**config.mk**
```make
export PLATFORM = sky130hd
export DESIGN_NAME = rram_cmd_sequencer
export DESIGN_NICKNAME = d
export VERILOG_FILES = /design/src/rtl/rram_cmd_sequencer.sv
export SDC_FILE = /design/constraint.sdc
export NUM_CORES = 1
export LEC_CHECK = 0
export ABC_AREA = 1
export ABC_CLOCK_PERIOD_IN_PS = 1800
export BUFFER_PORTS_ARGS = -buffer_cell sky130_fd_sc_hd__buf_2
export CAP_MARGIN = 15
export CORE_MARGIN = 2
export CORE_UTILIZATION = 51
export CTS_CLUSTER_SIZE = 12
export DETAILED_ROUTE_END_ITERATION = 7
export PLACE_DENSITY = 0.79
export REMOVE_ABC_BUFFERS = 1
export SLEW_MARGIN = 40
export SYNTH_ARGS = -nofsm -noshare
export SYNTH_HDL_FRONTEND = slang
export SYNTH_SLANG_ARGS = --single-unit
```
**constraint.sdc**
```tcl
create_clock -name clk -period 1.8 [get_ports clk]
set_clock_uncertainty 0.15 [all_clocks]
set_input_delay 0.54 -clock clk [delete_from_list [all_inputs] [get_ports clk]]
set_output_delay 0.54 -clock clk [all_outputs]
set_load 0.02 [all_outputs]
```
**src/rtl/rram_cmd_sequencer.sv**
```systemverilog
// RRAM command sequencer: READ, PROGRAM (SET/RESET pulses, verify+retry under RRAM_WRITE_VERIFY_EN), READ_STATUS, SOFT_RESET.
// Latency: busy (rb_n=0) from the cycle after acceptance; while busy, every command except SOFT_RESET is dropped.
module rram_cmd_sequencer #(
  parameter int ADDR_W    = 8,
  parameter int DATA_W    = 4,
  parameter int PULSE_CYC = 8,
  parameter int READ_CYC  = 4,
  parameter int MAX_RETRY = 3
) (
  input  logic              clk,
  input  logic              rst_n,
  input  logic [3:0]        command,
  input  logic              cmd_ready,
  input  logic [ADDR_W-1:0] addr_in,
  input  logic [DATA_W-1:0] wr_data,
  input  logic [DATA_W-1:0] sense_data,
  output logic [ADDR_W-1:0] arr_addr,
  output logic              read_en,
  output logic [DATA_W-1:0] set_mask,
  output logic [DATA_W-1:0] reset_mask,
  output logic [DATA_W-1:0] rd_data,
  output logic              rd_valid,
  output logic              rb_n,
  output logic [3:0]        status
);

  localparam int CNT_MAX = (PULSE_CYC > READ_CYC + 1) ? PULSE_CYC : READ_CYC + 1;
  localparam int CNT_W   = $clog2(CNT_MAX + 1);
  localparam logic [CNT_W-1:0] PULSE_LAST = CNT_W'(PULSE_CYC - 1);
  localparam logic [CNT_W-1:0] READ_LAST  = CNT_W'(READ_CYC - 1);

  localparam logic [3:0] CMD_NOP  = 4'h0;
  localparam logic [3:0] CMD_READ = 4'h1;
  localparam logic [3:0] CMD_PROG = 4'h2;
  localparam logic [3:0] CMD_STAT = 4'h7;
  localparam logic [3:0] CMD_SRST = 4'hF;

  typedef enum logic [2:0] {
    IDLE, RD_SENSE, RD_DONE, PG_SET, PG_RESET, PG_VERIFY, PG_EVAL, DONE
  } state_t;

`ifdef RRAM_WRITE_VERIFY_EN
  localparam state_t PULSE_EXIT = PG_VERIFY;
  localparam logic [CNT_W-1:0] VFY_LAST   = CNT_W'(READ_CYC);
  localparam logic [3:0]       RETRY_LAST = 4'(MAX_RETRY);
`else
  localparam state_t PULSE_EXIT = DONE;
`endif

  state_t             state, state_nxt;
  logic [CNT_W-1:0]   cnt, cnt_nxt;
  logic               sync1, sync2, sync3;
  logic               acc, busy;
  logic               start_rd, start_pg, soft_rst, set_ill, clr_ill, rd_sample;
  logic [DATA_W-1:0]  wr_q, s_tgt, r_tgt;
  logic               illegal, fail;
`ifdef RRAM_WRITE_VERIFY_EN
  logic [3:0]         retry;
  logic [DATA_W-1:0]  vfy_data, s_new, r_new;
  logic               vfy_sample, retry_go, fail_set;

  assign s_new = wr_q & ~vfy_data;
  assign r_new = ~wr_q & vfy_data;
`endif

  // Acceptance is a rising edge of the synchronized strobe.
  assign acc  = sync2 & ~sync3;
  assign busy = (state != IDLE) && (state != DONE);

  always_ff @(posedge clk or negedge rst_n) begin
    if (!rst_n) begin
      state <= IDLE;
      cnt   <= '0;
    end else begin
      state <= state_nxt;
      cnt   <= cnt_nxt;
    end
  end

  always_comb begin
    state_nxt = state;
    cnt_nxt   = '0;
    start_rd  = 1'b0;
    start_pg  = 1'b0;
    soft_rst  = 1'b0;
    set_ill   = 1'b0;
    clr_ill   = 1'b0;
    rd_sample = 1'b0;
`ifdef RRAM_WRITE_VERIFY_EN
    vfy_sample = 1'b0;
    retry_go   = 1'b0;
    fail_set   = 1'b0;
`endif
    case (state)
      IDLE: state_nxt = IDLE;
      RD_SENSE: begin
        if (cnt == READ_LAST) begin
          state_nxt = RD_DONE;
          rd_sample = 1'b1;
        end else cnt_nxt = cnt + 1'b1;
      end
      RD_DONE: state_nxt = DONE;
      PG_SET: begin
        if (cnt == PULSE_LAST) state_nxt = (r_tgt != '0) ? PG_RESET : PULSE_EXIT;
        else cnt_nxt = cnt + 1'b1;
      end
      PG_RESET: begin
        if (cnt == PULSE_LAST) state_nxt = PULSE_EXIT;
        else cnt_nxt = cnt + 1'b1;
      end
`ifdef RRAM_WRITE_VERIFY_EN
      // read_en covers the first READ_CYC cycles; the extra cycle settles the sample.
      PG_VERIFY: begin
        vfy_sample = (cnt == READ_LAST);
        if (cnt == VFY_LAST) state_nxt = PG_EVAL;
        else cnt_nxt = cnt + 1'b1;
      end
      PG_EVAL: begin
        if (vfy_data == wr_q) state_nxt = DONE;
        else if (retry != RETRY_LAST) begin
          retry_go  = 1'b1;
          state_nxt = (s_new != '0) ? PG_SET : PG_RESET;
        end else begin
          fail_set  = 1'b1;
          state_nxt = DONE;
        end
      end
`endif
      DONE:    state_nxt = IDLE;
      default: state_nxt = IDLE;
    endcase
    if (acc) begin
      if (command == CMD_SRST) begin
        soft_rst  = 1'b1;
        state_nxt = IDLE;
        cnt_nxt   = '0;
        rd_sample = 1'b0;
`ifdef RRAM_WRITE_VERIFY_EN
        vfy_sample = 1'b0;
        retry_go   = 1'b0;
        fail_set   = 1'b0;
`endif
      end else if (!busy) begin
        case (command)
          CMD_READ: begin
            start_rd  = 1'b1;
            state_nxt = RD_SENSE;
            cnt_nxt   = '0;
          end
          CMD_PROG: begin
            start_pg  = 1'b1;
            state_nxt = (wr_data != '0) ? PG_SET : PG_RESET;
            cnt_nxt   = '0;
          end
          CMD_STAT: clr_ill = 1'b1;
          CMD_NOP:  clr_ill = 1'b0;
          default:  set_ill = 1'b1;
        endcase
      end
    end
  end

  always_ff @(posedge clk or negedge rst_n) begin
    if (!rst_n) begin
      sync1    <= 1'b0;
      sync2    <= 1'b0;
      sync3    <= 1'b0;
      arr_addr <= '0;
      wr_q     <= '0;
      s_tgt    <= '0;
      r_tgt    <= '0;
      rd_data  <= '0;
      illegal  <= 1'b0;
      fail     <= 1'b0;
`ifdef RRAM_WRITE_VERIFY_EN
      retry    <= '0;
      vfy_data <= '0;
`endif
    end else begin
      sync1 <= cmd_ready;
      sync2 <= sync1;
      sync3 <= sync2;
      if (start_rd || start_pg) arr_addr <= addr_in;
      if (start_pg) begin
        wr_q  <= wr_data;
        s_tgt <= wr_data;
        r_tgt <= ~wr_data;
      end
      if (rd_sample) rd_data <= sense_data;
      if (start_rd || start_pg || soft_rst || clr_ill) illegal <= 1'b0;
      else if (set_ill) illegal <= 1'b1;
`ifdef RRAM_WRITE_VERIFY_EN
      if (vfy_sample) vfy_data <= sense_data;
      if (start_pg) retry <= '0;
      else if (retry_go) begin
        retry <= retry + 1'b1;
        s_tgt <= s_new;
        r_tgt <= r_new;
      end
      if (start_rd || start_pg || soft_rst) fail <= 1'b0;
      else if (fail_set) fail <= 1'b1;
`else
      if (start_rd || start_pg || soft_rst) fail <= 1'b0;
`endif
    end
  end

  assign set_mask   = (state == PG_SET)   ? s_tgt : '0;
  assign reset_mask = (state == PG_RESET) ? (~wr_q & r_tgt) : '0;
  assign rd_valid   = (state == RD_DONE);
  assign rb_n       = ~busy;
  assign status     = {rb_n, 1'b0, illegal, fail};
`ifdef RRAM_WRITE_VERIFY_EN
  assign read_en = (state == RD_SENSE) || ((state == PG_VERIFY) && (cnt != VFY_LAST));
`else
  assign read_en = (state == RD_SENSE);
`endif

endmodule

```
* After elaboration in Yosys (flattened, before gate mapping) *
Cells that the tools add are included.

word-level totals
  register bits after elaboration = 31
  input port bits = 23
  output and inout bits = 27
  logic and storage cells = 83

operators by class
  muxes and demuxes = 43
  add/sub/neg operators = 1
  bitwise gates (word level) = 6
  reductions and logical operators = 12
  eq/ne operators = 11

operators by type and width
  cell                   count
  $mux W4                8
  $mux W1                24
  $mux W3                7
  $pmux W3 S4            1
  $eq A4 B2 Y1 const B   2
  $eq A4 B3 Y1 const B   2
  $not A4 Y4             2
  $pmux W4 S2            1
  $reduce_bool A4 Y1     2
  $eq A3 B2 Y1 const B   2
  $pmux W3 S2            1
  $add A4 B1 Y4 const B  1
  $and A4 B4 Y4          1
  $eq A4 B1 Y1 const B   1
  $eq A4 B4 Y1 const B   1
  $logic_not A4 Y1       1
  $reduce_or A2 Y1       2
  $reduce_or A4 Y1       1
  $eq A3 B1 Y1 const B   1
  $eq A3 B3 Y1 const B   1
  $logic_or A1 B1 Y1     3
  $ne A3 B3 Y1 const B   1
  $reduce_bool A3 Y1     1
  $mux W2                1
  4 further kinds        5

* Depth between registers and ports, before layout *
Gate-level depths: netlist (run 1).

  depth after elaboration = 9
  gate-level depth with buffers = 9

* Least setup slack after synthesis (run 1) *
Ideal clock, no wire load.

  kind = register to output
  start = register state[1]
  end = output reset_mask[0]
  setup slack = 0.131 ns
  data arrival time = 0.979 ns
  cell stages (with the launch flop) = 4
  required time = 1.110 ns
  cell sequence = dfrtp_1 -> nor2_2 -> nand2_1 -> nor2_1

on the way
  cells in the longest elaborated chain, start to end = 2

ends and longest elaborated chain
  element                 RTL line  RTL
  from (decl)             50        state_t state, state_nxt;
  from (signal assigned)  75        state <= state_nxt;
  $eq A3 B3 Y1            209       assign reset_mask = (state == PG_RESET) ? (~wr_q & r_tgt) : '0;
  $mux W4                 209
  to (decl)               20        output logic [DATA_W-1:0] reset_mask,

No other way between the ends.

* Worst setup path in the final report (run 1) *
  start = register state[0]
  end = output reset_mask[2]

The elaborated chain is that of the path after synthesis.

==> impl_metrics.ini, run 1 <==
[hold_path]
hold_path_class = in -> reg

[cells_and_area]
drive_gt1_frac = 0.355
num_antenna_cells = 0
fillCellCount = 231
areaGrowthSynthToFinish_pct = 39.4
fin_nets = 311
post-route-util = 0.751
most_frequent_cells_in_the_layout = sky130_fd_sc_hd__nand2_1, sky130_fd_sc_hd__buf_2, sky130_fd_sc_hd__dfrtp_1
layout.cells.most_common = sky130_fd_sc_hd__nand2_1

[sta]
max_clock_freq_mhz = 497
final_max_slew_viol_count = 0
finalCritPeriodShare = 1.12
finalWorstPathRequiredPeriod_ps = 2010
setup_viol = 12
timing_hold_violations_final = 0
timing.final.ws_setup_ps = -213
timing.setup.tns_ps = -2150
setup_repair_after_global_routing_missed_its_margin = true

[route]
postRouteWirelength_microns = 4530
remaining_drc_errors = 0
antenna_left = 0
viasPerCell = 5.11
detail_route.first_pass.iterations = 4
drt-wirelength-per-cell_microns = 13.7
met3_wirelength_microns = 282
highest_layer_used_for_signal_routing = met4
met2RoutedLength_microns = 2290
detail_route.iter0.violations = 103
total_vias_in_the_final_route = 1690
wirelength_met1_microns = 1840

[grt]
first_pass_grt_wire_length_microns = 6300
global_router_s_overall_resource_usage = 0.228
gr-total-overflow = 0
grt_pass1_vias = 1442
antenna_violations_before_repair = 0
grt_start_max_net_pins = 19

[setup_path]
crit_fanout = 5
critPathLaunchType = flop
worst-endpoint-arrival_ps = 1320
endpoint_kind = primary output
required_ps = 1110
type_of_the_worst_setup_path = reg -> out

[placed_design]
placement.setup.worst_slack_ps = -44.5
port-buffer-count = 47
gpl.final_weighted_congestion = 0.800
dp_hpwl_microns = 2790

[synth]
synth.avg_cell_area_sq_um = 7.58
largest_family_of_logic_cells_by_synthesized_area = simple AND/OR/NAND/NOR gates
yosys.area_share.adder = 0.00754
netlist_cell_types = 24
synthesis.instances = 219
ys.warnings.count = 0
synth_compound_gate_area_share = 0.0535
synth_simple_gate_area_share = 0.376
synth_xor_area_frac = 0
synth_mux_area_frac = 0
ys_seq_area_frac = 0.468
synth_seq_cells = 31
synthesis.area_sq_um = 1660

[clock_tree]
cts-buffers-inserted = 5
worst_skew_pair.late_latency_ps = 320
clk_root_buffer_cell = sky130_fd_sc_hd__clkbuf_4
clk_path_buf_depth = 2
path_clk_slew_ps = 100
clock_sinks = 31
cts_tree = done
cts-htree-levels = 2

[floorplan]
num_io_pins = 50
core_area_sq_um = 3080
floorplan.initialDensity = 0.539
die_w_microns = 61.0
area_of_the_die_sq_um = 3730
row_count = 20
fp.dieH_microns = 61.0

[status]
status = finished with violations
violations = setup timing

[pwr]
p_total_uw = 3060
worst_ir_drop_vdd_mv = 0.806
pwr-share-clk = 0.166
switching_power_uw = 1280
power.share.combinational = 0.494
pwr_density_cell_nw_per_um2 = 1320
intPower_uw = 1770
leakagePower_uw = 0.00127
switching_share = 0.420
pwr-share-seq = 0.340

[job]
drv_cap = 0
==> per-layer routing <==
metal  up-vias  global-route usage
met1       796               0.304
met3        13              0.0567
li1        810                   -
met2        71               0.375
met5         -                   0
met4         0              0.0559
==> what timing repair did <==
action | 4_1_cts | 5_1_grt
setup endpoints to repair | 12 | 23
endpoints found under the hold margin | 13 | 0
resized for setup | 19 | 28
setup buffers | 3 | 8
pin swaps | 2 | 2
hold buffers | 1 | 0
==> state kept, by name, summed over array words and instances (netlist names) <==
| name | count |
|---|---|
| sync2 | 1 |
| rd_data | 4 |
| sync3 | 1 |
| s_tgt | 4 |
| state | 3 |
| arr_addr | 8 |
| sync1 | 1 |
| illegal | 1 |
| r_tgt | 4 |
| cnt | 4 |
==> power groups by stage <==
stage,Combinational [uW],Sequential (uW),Clock [uW]
2_1_floorplan,644,1120,0
3_3_place_gp,1070,1020,0
3_5_place_dp,1100,1020,0
4_1_cts,1250,1020,514
5_1_grt,1620,1060,559
6_report,1510,1040,509
==> final timing paths <==
path | startpoint | end | slack (ps) | depth (start not counted)
max | state[0]$_DFF_PN0_ | reset_mask[2] | -210 | 4
min | cmd_ready | sync1$_DFF_PN0_ | 170 | 1
max in group asynchronous | rst_n | arr_addr[7]$_DFFE_PN0P_ | 570 | 3
min reg2reg | sync1$_DFF_PN0_ | sync2$_DFF_PN0_ | 210 | 0
max reg2reg | state[2]$_DFF_PN0_ | state[1]$_DFF_PN0_ | 20 | 10
min in group asynchronous | rst_n | arr_addr[6]$_DFFE_PN0P_ | 510 | 2
==> critical path, stage by stage (launching register included) <==
cell and delay, ps:
sky130_fd_sc_hd__dfrtp_2 460, sky130_fd_sc_hd__nor2_4 180, sky130_fd_sc_hd__nand2_4 110, sky130_fd_sc_hd__nor2_2 120, sky130_fd_sc_hd__buf_6 130
==> through the flow <==
step	cell area (sq um)	std cells	hold WS, ps
after CTS	2130	323	168
after global placement	1980	312	184
after detailed placement	1980	312	190
final	2310	331	174
after floorplan	1610	214	94.4
after global routing	2310	331	146
==> synthesized netlist by cell type <==
cell type | count | area [sq um]
sky130_fd_sc_hd__buf_4 | 5 | 37.5
sky130_fd_sc_hd__o21bai_1 | 1 | 7.51
sky130_fd_sc_hd__o21ai_1 | 3 | 15.0
sky130_fd_sc_hd__o21ai_0 | 7 | 35.0
sky130_fd_sc_hd__nand4_1 | 3 | 18.8
sky130_fd_sc_hd__nand2_1 | 73 | 274
sky130_fd_sc_hd__nand2_2 | 1 | 6.26
sky130_fd_sc_hd__nor2_1 | 25 | 93.8
sky130_fd_sc_hd__clkinv_4 | 1 | 8.76
sky130_fd_sc_hd__inv_1 | 26 | 97.6
sky130_fd_sc_hd__nor2_2 | 4 | 25.0
sky130_fd_sc_hd__nand3_4 | 2 | 35.0
sky130_fd_sc_hd__buf_6 | 1 | 11.3
sky130_fd_sc_hd__nor3_1 | 1 | 5.00
sky130_fd_sc_hd__dfrtp_1 | 31 | 776
sky130_fd_sc_hd__nor2_4 | 1 | 11.3
sky130_fd_sc_hd__ha_1 | 1 | 12.5
sky130_fd_sc_hd__nand2_4 | 2 | 22.5
sky130_fd_sc_hd__o21ai_2 | 2 | 17.5
sky130_fd_sc_hd__or2_2 | 1 | 6.26
sky130_fd_sc_hd__a21oi_1 | 1 | 5.00
sky130_fd_sc_hd__nand3_1 | 25 | 125
sky130_fd_sc_hd__conb_1 | 1 | 3.75
sky130_fd_sc_hd__o2111ai_1 | 1 | 8.76
==> kinds of logic (layout without fill, tap and decap cells) <==
family / after synthesis / in the layout
AND/OR/NAND/NOR: 138 / 138
AO/OA/AOI/OAI: 15 / 15
other: 1 / 2
buffers and inverters: 33 / 100
flip-flops: 31 / 31
adder cells (fa/ha/maj): 1 / 1
==> cell type report <==
| type | count | area (sq um) | share of cell area |
|---|---|---|---|
| inverters | 27 | 106 | 0.0460 |
| clock buffers | 6 | 41.3 | 0.0179 |
| flip-flops and latches | 31 | 778 | 0.337 |
| clock inverters | 1 | 30.0 | 0.0130 |
| multi-input cells | 156 | 816 | 0.353 |
| well taps | 44 | 55.1 | 0.0238 |
| repair buffers | 66 | 485 | 0.210 |
Power figures use the tool's default switching activity.
==> inputs of run 2 (changes only) <==
Settings changed: ABC_AREA 1 to unset.
==> impl_metrics.ini, run 2 <==
[placed_design]
placed_area_sq_um = 2090
port-buffer-count = 47
gpl.final_weighted_congestion = 0.926
dp_hpwl_microns = 3110

[cells_and_area]
max_reg_flops = 8
finalInstanceArea_sq_um = 2550
num_antenna_cells = 0
regMostFlops = arr_addr
most_frequent_cells_in_the_layout = sky130_fd_sc_hd__buf_4, sky130_fd_sc_hd__buf_2, sky130_fd_sc_hd__dfrtp_1
post-route-util = 0.828
fin_nets = 259
drive_gt1_frac = 0.621
layout.cells.most_common = sky130_fd_sc_hd__buf_4
areaGrowthSynthToFinish_pct = 53.4

[route]
detail_route.iter0.violations = 118
viasPerCell = 5.85
remaining_drc_errors = 0
total_vias_in_the_final_route = 1632
detail_route.first_pass.iterations = 4
drt-wirelength-per-cell_microns = 19.8
antenna_left = 0
postRouteWirelength_microns = 5540

[clock_tree]
clk_path_buf_depth = 2
path_clk_slew_ps = 90
cts-htree-levels = 2
cts_tree = done
clock_sinks = 31
worst_skew_pair.late_latency_ps = 340
clk_root_buffer_cell = sky130_fd_sc_hd__clkbuf_4
cts-buffers-inserted = 5

[floorplan]
num_io_pins = 50
row_count = 20
fp.dieH_microns = 61.1
floorplan.initialDensity = 0.539
die_w_microns = 61.1
area_of_the_die_sq_um = 3730
core_area_sq_um = 3080

[grt]
gr-total-overflow = 0
grt_start_max_net_pins = 18
global_router_s_overall_resource_usage = 0.275
antenna_violations_before_repair = 0
grt_pass1_vias = 1579
first_pass_grt_wire_length_microns = 7250

[synth]
synth_seq_cells = 31
synth.avg_cell_area_sq_um = 11.5
synth-edff-count = 0
netlist_top_cells_count = sky130_fd_sc_hd__dfrtp_1, sky130_fd_sc_hd__mux2_2, sky130_fd_sc_hd__nor2_1
synth_most_common_cell = sky130_fd_sc_hd__dfrtp_1
synth-async-reset-ratio = 1.00
post-synth-top-area-cell = sky130_fd_sc_hd__dfrtp_1
synth_area_leaders = sky130_fd_sc_hd__dfrtp_1, sky130_fd_sc_hd__mux2_2, sky130_fd_sc_hd__mux2_4
synthesis.area_sq_um = 1660
ys.warnings.count = 0
synth-main-ff-cell = sky130_fd_sc_hd__dfrtp_1
ys_seq_area_frac = 0.467
netlist_cell_types = 49
synth_top_cell_area_share = 0.467
synthesis.instances = 145

[setup_path]
worst-endpoint-arrival_ps = 1490
timing.reg2reg.worst_path_depth = 8
required_ps = 1110
critical-path-max-stage-delay_ps = 500
cell_chain_critical_path = nor2_4 > nand2_8 > nor3b_4 > buf_6
reg2reg_to = arr_addr[3]$_DFFE_PN0P_
timing.critical_path.slowest_stage_cell = sky130_fd_sc_hd__dfrtp_2
crit_fanout = 7
worst_r2r_startpoint = state[1]$_DFF_PN0_
endpoint_kind = primary output
type_of_the_worst_setup_path = reg -> out
r2r_slack_ps = -340
critPathLaunchType = flop

[pwr]
worst_ir_drop_vdd_mv = 1.06
leakagePower_uw = 0.00124
pwr_density_cell_nw_per_um2 = 1520

[hold_path]
whs_path_cells = 1
worst_hold_path.endpoint = sync1$_DFF_PN0_
hold_path_class = in -> reg
worst_hold_launch = cmd_ready

[sta]
finalCritPeriodShare = 1.21
setup_viol = 40
timing.final.ws_setup_ps = -383
finalWorstPathRequiredPeriod_ps = 2180
timing_hold_violations_final = 0
setup_repair_after_global_routing_missed_its_margin = true
max_clock_freq_mhz = 458
final_max_slew_viol_count = 0

[status]
violations = setup timing
status = finished with violations

[job]
drv_cap = 0
[run 2: logic make-up (layout without fill, tap and decap cells)]
| kind of cell | count (synthesis) | in the layout | share of synthesized area |
|---|---|---|---|
| compound gates | 27 | 27 | 0.132 |
| xor+xnor | 2 | 2 | 0.0106 |
| fa+ha+maj | 1 | 1 | 0.00753 |
| buf+inv | 12 | 101 | 0.0520 |
| flops | 31 | 31 | 0.467 |
| mux | 16 | 16 | 0.120 |
| other cells | 1 | 2 | 0.00226 |
| simple gates | 55 | 55 | 0.209 |
[run 2: repair_timing]
item,CTS,global route
setup endpoints to repair,31,36
setup buffers,12,5
resized for setup,39,24
pin swaps,7,10
hold endpoints to repair,14,0
gates cloned,0,1
hold buffers,1,0
[run 2: critical path: cells and delay by family, from the launching register on]
family	cells	cell delay (ps)
flops	1	500
simple gates	3	520
buf+inv	1	140
[run 2: final cells by class]
class	instances	area, sq um
clock buffers	6	41.3
inverters	1	3.75
multi-input cells	103	922
flip-flops and latches	31	779
repair buffers	93	716
well taps	44	55.1
fillers	155	531
clock inverters	1	30.0
[run 2: power by group]
group          switching, uW  internal [uW]  total, uW
Sequential               259            957       1220
Combinational           1010           1100       2110
Clock                    247            286        533
[run 2: worst max path at each step]
| stage | start | endpoint | slack, ps | depth (start not counted) |
|---|---|---|---|---|
| 4_1_cts | state[1]$_DFF_PN0_ | rd_valid | -320 | 4 |
| 3_5_place_dp | state[2]$_DFF_PN0_ | reset_mask[1] | -120 | 4 |
| 5_1_grt | state[1]$_DFF_PN0_ | reset_mask[3] | -430 | 4 |
| 6_report | state[1]$_DFF_PN0_ | reset_mask[3] | -380 | 4 |
| 2_1_floorplan | state[0]$_DFF_PN0_ | rd_data[0]$_DFFE_PN0P_ | -200 | 4 |
| 3_3_place_gp | command[2] | rd_data[3]$_DFFE_PN0P_ | -60 | 5 |
[run 2: metal layers]
| metal | track usage | part of all wire | wire length [microns] |
|---|---|---|---|
| met3 | 0.0798 | 0.072 | 396 |
| met4 | 0.109 | 0.040 | 220 |
| met1 | 0.315 | 0.37 | 2040 |
| met5 | 0 | 0 | 0 |
| met2 | 0.480 | 0.52 | 2880 |
[run 2: through the flow]
step | setup slack [ps] | setup TNS (ps) | instances | hold WS, ps | total power [uW]
2_1_floorplan | -205 | -1720 | 135 | 94.4 | 2020
3_3_place_gp | -60.6 | -677 | 253 | 183 | 2550
3_5_place_dp | -124 | -2240 | 253 | 193 | 2640
4_1_cts | -324 | -4340 | 273 | 155 | 3520
5_1_grt | -426 | -10100 | 279 | 137 | 4020
6_report | -383 | -8960 | 279 | 152 | 3860
